$ cat src/rtl/truth_table_sweeper.sv
// truth_table_sweeper: self-running exhaustive checker for an N_IN-input,
// 1-output combinational block. It walks stim through every input vector,
// holds each one for SETTLE+1 cycles, samples dut_out in the last cycle of
// that window and compares it with the EXPECTED truth table. It reports the
// mismatch count, the first failing vector and an overall pass flag.
module truth_table_sweeper #(
  parameter int                      N_IN        = 4,
  parameter int                      SETTLE      = 1,
  parameter logic [(1<<N_IN)-1:0]    EXPECTED    = 16'hAEEE,
  parameter bit                      STOP_ON_ERR = 1'b0
) (
  input  logic              clk,
  input  logic              rst,
  input  logic              start,
  input  logic              dut_out,
  output logic [N_IN-1:0]   stim,
  output logic              busy,
  output logic              done,
  output logic              pass,
  output logic [N_IN:0]     err_count,
  output logic [N_IN-1:0]   first_err_idx,
  output logic              first_err_vld
);

  localparam logic [3:0]      SETTLE_C = 4'(SETTLE);
  localparam logic [N_IN-1:0] LAST_IDX = {N_IN{1'b1}};

  typedef enum logic [1:0] {
    IDLE = 2'd0,
    RUN  = 2'd1,
    DONE = 2'd2
  } state_t;

  state_t            state;
  state_t            state_nxt;
  logic [N_IN-1:0]   idx;
  logic [3:0]        cnt;

  // Decode signals produced by the next-state logic.
  logic              accept;    // start taken in IDLE
  logic              sample;    // last cycle of the current vector window
  logic              mismatch;  // dut_out disagrees with the table this cycle
  logic [N_IN:0]     err_nxt;   // error count including this cycle's compare

  // Mismatch count after the compare made in this cycle (if any).
  function automatic logic [N_IN:0] count_step(input logic [N_IN:0] cur,
                                               input logic         hit);
    count_step = cur + {{N_IN{1'b0}}, hit};
  endfunction

  // State register; reset returns to IDLE and drops any sweep in progress.
  always_ff @(posedge clk) begin
    if (rst) begin
      state <= IDLE;
    end else begin
      state <= state_nxt;
    end
  end

  // Next-state decode: accept start, detect sample point, choose exit.
  always_comb begin
    state_nxt = state;
    accept    = 1'b0;
    sample    = 1'b0;
    mismatch  = 1'b0;
    case (state)
      IDLE: begin
        if (start) begin
          state_nxt = RUN;
          accept    = 1'b1;
        end
      end
      RUN: begin
        if (cnt == SETTLE_C) begin
          sample   = 1'b1;
          mismatch = (dut_out != EXPECTED[idx]);
          if ((idx == LAST_IDX) || (STOP_ON_ERR && mismatch)) begin
            state_nxt = DONE;
          end
        end
      end
      DONE: begin
        // start is deliberately ignored here so it is never queued.
        state_nxt = IDLE;
      end
      default: begin
        state_nxt = IDLE;
      end
    endcase
    err_nxt = count_step(err_count, mismatch);
  end

  // Sweep datapath and registered outputs.
  always_ff @(posedge clk) begin
    if (rst) begin
      idx           <= '0;
      cnt           <= '0;
      stim          <= '0;
      busy          <= 1'b0;
      done          <= 1'b0;
      pass          <= 1'b0;
      err_count     <= '0;
      first_err_idx <= '0;
      first_err_vld <= 1'b0;
    end else begin
      busy <= (state_nxt == RUN);
      done <= (state_nxt == DONE);

      if (accept) begin
        idx           <= '0;
        stim          <= '0;
        cnt           <= '0;
        err_count     <= '0;
        pass          <= 1'b0;
        first_err_vld <= 1'b0;
      end

      if (state == RUN) begin
        if (!sample) begin
          cnt <= cnt + 4'd1;
        end else begin
          if (mismatch) begin
            err_count <= err_nxt;
            if (!first_err_vld) begin
              first_err_idx <= idx;
              first_err_vld <= 1'b1;
            end
          end
          if (state_nxt == DONE) begin
            // stim is left on the last (or failing) vector.
            pass <= (err_nxt == '0);
          end else begin
            idx  <= idx + 1'b1;
            stim <= idx + 1'b1;
            cnt  <= '0;
          end
        end
      end
    end
  end

endmodule
$ cat config.mk
export PLATFORM = sky130hd
export DESIGN_NAME = truth_table_sweeper
export DESIGN_NICKNAME = d
export VERILOG_FILES = /design/src/rtl/truth_table_sweeper.sv
export SDC_FILE = /design/constraint.sdc
export NUM_CORES = 1
export LEC_CHECK = 0
export BUFFER_PORTS_ARGS = -buffer_cell sky130_fd_sc_hd__buf_4
export CAP_MARGIN = 25
export CORE_MARGIN = 8
export CORE_UTILIZATION = 39
export DETAILED_ROUTE_END_ITERATION = 16
export GPL_ROUTABILITY_DRIVEN = 0
export HOLD_SLACK_MARGIN = 0.08
export PLACE_DENSITY = 0.58
export SLEW_MARGIN = 5
export SYNTH_ARGS = -nofsm -noshare
export SYNTH_HDL_FRONTEND = slang
export SYNTH_SLANG_ARGS = --single-unit
$ cat constraint.sdc
create_clock -name clk -period 4.2 [get_ports clk]
set_input_delay 0 -clock clk [delete_from_list [all_inputs] [get_ports clk]]
set_output_delay 0 -clock clk [all_outputs]
set_load 0.01 [all_outputs]
==> key figures <==
Logic synthesis
  • Syn Area/Cell: 8.56 µm²
  • Seq/Total Area, Yosys: 43.1%
  • Distinct cells, synth: 38
  • Synth Register Bits: 28
  • Number of synthesis warnings: 0
  • Syn_nets: 161
  • Synth area leader: dfxtp_1
  • Synth Cell Area: 1300 µm²
  • Top cells by area, synth: dfxtp_1 43%, a21oi_1 5.4%, ha_1 4.8%
  • Post-Syn Instances: 152
  • Top-area cell type share of the netlist area: 43.1%

Timing
  • Min cycle time layout: 2.69 ns
  • Setup-failing EPs final: 0
  • Tcrit/Tclk final: 64.1%
  • Final Hold Viols: 0
  • Setup TNS: 0 ns
  • Layout Skew: 0.00221 ns
  • Max Clock Freq: 371 MHz
  • Normalized max-slew margin: 53.2%
  • Unrepaired setup endpoints after global routing: no
  • Slew Limit Fails: 0
  • Slew @ Worst Pin: 0.696 ns

GRT
  • Global-route wire length before repair: 4.97 mm
  • Pin count of the biggest net entering global routing: 28
  • GRT Util Overall: 11.4%
  • Vias in the first global route: 1,085
  • Initial antenna violation count: 0
  • GRT overflow: 0

Floorplan
  • DIE WIDTH: 73.8 µm
  • IO Count: 21
  • Full die area: 5440 µm²
  • Initial core utilization: 39.9%
  • Core Area: 3260 µm²
  • Cell Rows: 21
  • Chip Height: 73.8 µm

CTS
  • Hold_buf cts: 1
  • Clock tree buffer depth: 2
  • H-tree Lvls: 1
  • Cts repair resizes: 0
  • Reg clk slew, reported paths: 0.15 ns
  • Postcts setup bufs: 0
  • CTS tree: yes
  • Worst skew pair latency: 0.32 ns
  • CTS sink count: 28
  • CTS Root Buffer Type: clkbuf_4
  • Inserted Clock Buffers: 3

Final layout
  • Diode count: 0
  • P&R area growth vs syn: 16.7%
  • Fillers: 331
  • Layout cells sized above 1: 18.0%
  • Final net count: 177

Drt
  • Antenna Nets Post-Route: 0
  • Total Wirelength: 2.85 mm
  • Pre-antenna DRT Iters: 5
  • Vias: 1,144
  • Post-DR vias/cell: 5.37
  • Residual DRC count: 0
  • Drt wl/cell: 13.4 µm
  • DR iter-0 viols: 90

Critical path
  • CP max stage cell: or3b_1
  • Highest net fanout along the worst path: 11
  • Endpoint type of the worst setup path: flop
  • Crit path top cell by count: ha_1
  • Crit-path cells: ha_1 > or3b_1 > or3_4 > inv_1 > ha_1 > ha_1 > nand3_1 > or3_1 > a31oi_1
  • WS Path Type: reg2reg
  • Data required time of the critical path: 4.46 ns
  • Crit start category: flop
  • CP arrival: 2.96 ns
  • Slowest stage delay, CP: 0.48 ns

Worst hold path
  • Hold Path Class: in2reg

Power and ir drop
  • Power Density: 318 nW/µm²
  • Static leakage: 0.000605 µW
  • Maximum VDD drop: 0.000175 V
  • Total chip power: 482 µW

Outcome
  • Status: finished, final reports clean

Job
  • Max Cap Violations: 0

Placement
  • Port bufs: 20
  • Detailed-placement wirelength estimate: 2.08 mm
-- routing by layer --
metal	global-route usage, %	share of wire, %
met3	3.27	6.8
met4	3.33	0.77
met1	14.0	46
met5	0	0
met2	18.7	46
-- through the flow --
| step | hold WS [ns] | std cells | instance area (µm²) | util [%] | worst slack (ns) |
|---|---|---|---|---|---|
| 2_1_floorplan | 0.304 | 152 | 1300 | - | 1.66 |
| 3_3_place_gp | 0.366 | 208 | 1460 | 44.7 | 1.63 |
| 3_5_place_dp | 0.368 | 208 | 1460 | 44.7 | 1.55 |
| 4_1_cts | 0.173 | 213 | 1520 | 46.6 | 1.51 |
| 5_1_grt | 0.230 | 213 | 1520 | 46.6 | 1.31 |
| 6_report | 0.186 | 213 | 1520 | 46.6 | 1.51 |
-- path summary, 6_finish.rpt --
path | startpoint | to | slack (ns) | cells after the start
setup / recovery | cnt[0] | err_count[4] | 1.51 | 9
hold / removal | dut_out | first_err_idx[1] | 0.19 | 5
setup reg to reg | cnt[0] | err_count[4] | 1.51 | 9
hold reg to reg | stim[1] | stim[1] | 0.47 | 2
-- area by class of cell --
class                           instances  area, µm²  share of cell area, %
Clock buffer                            3       22.5                   1.48
Clock inverter                          1       30.0                   1.98
Inverter                                6       22.5                   1.48
Multi-Input combinational cell        108        666                   43.8
Sequential cell                        28        561                   36.9
Tap cell                               46       57.6                   3.79
Timing Repair Buffer                   21        160                   10.5
-- cell usage after synthesis (all sizes together) --
| cell | instances |
|---|---|
| a211oi | 2 |
| a21o | 1 |
| a21oi | 14 |
| a22oi | 1 |
| a311o | 1 |
| a31o | 1 |
| a31oi | 5 |
| a32oi | 1 |
| and2 | 1 |
| and3 | 3 |
| buf | 3 |
| clkbuf | 7 |
| dfxtp | 28 |
| ha | 5 |
| inv | 6 |
| mux2 | 2 |
| nand2 | 10 |
| nand2b | 1 |
| nand3 | 9 |
| nand4 | 2 |
| nand4b | 2 |
| nor2 | 14 |
| nor2b | 2 |
| nor3 | 6 |
| nor3b | 2 |
| nor4 | 2 |
| o21ai | 8 |
| o22ai | 1 |
| o311ai | 2 |
| o31ai | 1 |
| or3 | 2 |
| or3b | 2 |
| xnor2 | 3 |
| xor2 | 2 |
-- where the power goes --
group	leakage, µW	total [µW]	internal [µW]	switching (µW)
clock network	0.0000279	173	96.5	76.9
logic	0.000351	36.2	12.8	23.4
registers	0.000226	273	269	3.30
-- kinds of logic after synthesis --
group | share of synthesized area [%]
XOR/XNOR | 3.37
AO/OA/AOI/OAI | 17.7
adder cells (fa/ha/maj) | 4.81
AND/OR/NAND/NOR | 23.6
flip-flops | 43.1
buffers and inverters | 5.77
multiplexers | 1.73
-- placed cells by master (no fill, tap or decap), drive strengths merged, types with 3 or more instances in the layout --
cell type	synthesis	final
a21oi	14	14
a31oi	5	5
and3	3	3
buf	3	20
clkbuf	7	3
dfxtp	28	28
ha	5	5
inv	6	6
nand2	10	10
nand3	9	9
nor2	14	14
nor3	6	6
o21ai	8	8
xnor2	3	3
-- critical path: cells and delay by family (launching register included) --
family | cells | cell delay, ns
AOI/OAI and AO/OA | 1 | 0.12
adders and majority gates | 3 | 0.59
buffers and inverters | 1 | 0.13
DFF | 1 | 0.42
and+or+nand+nor | 4 | 1.38
-- registers in the layout, summed over array words and instances (netlist names), named ones only --
name and count:
cnt 4, busy 1, first_err_idx 4, stim 4, done 1, err_count 5
pass 1, first_err_vld 1, idx 4, state 2
Note: power is estimated with default switching activity, not from simulation.
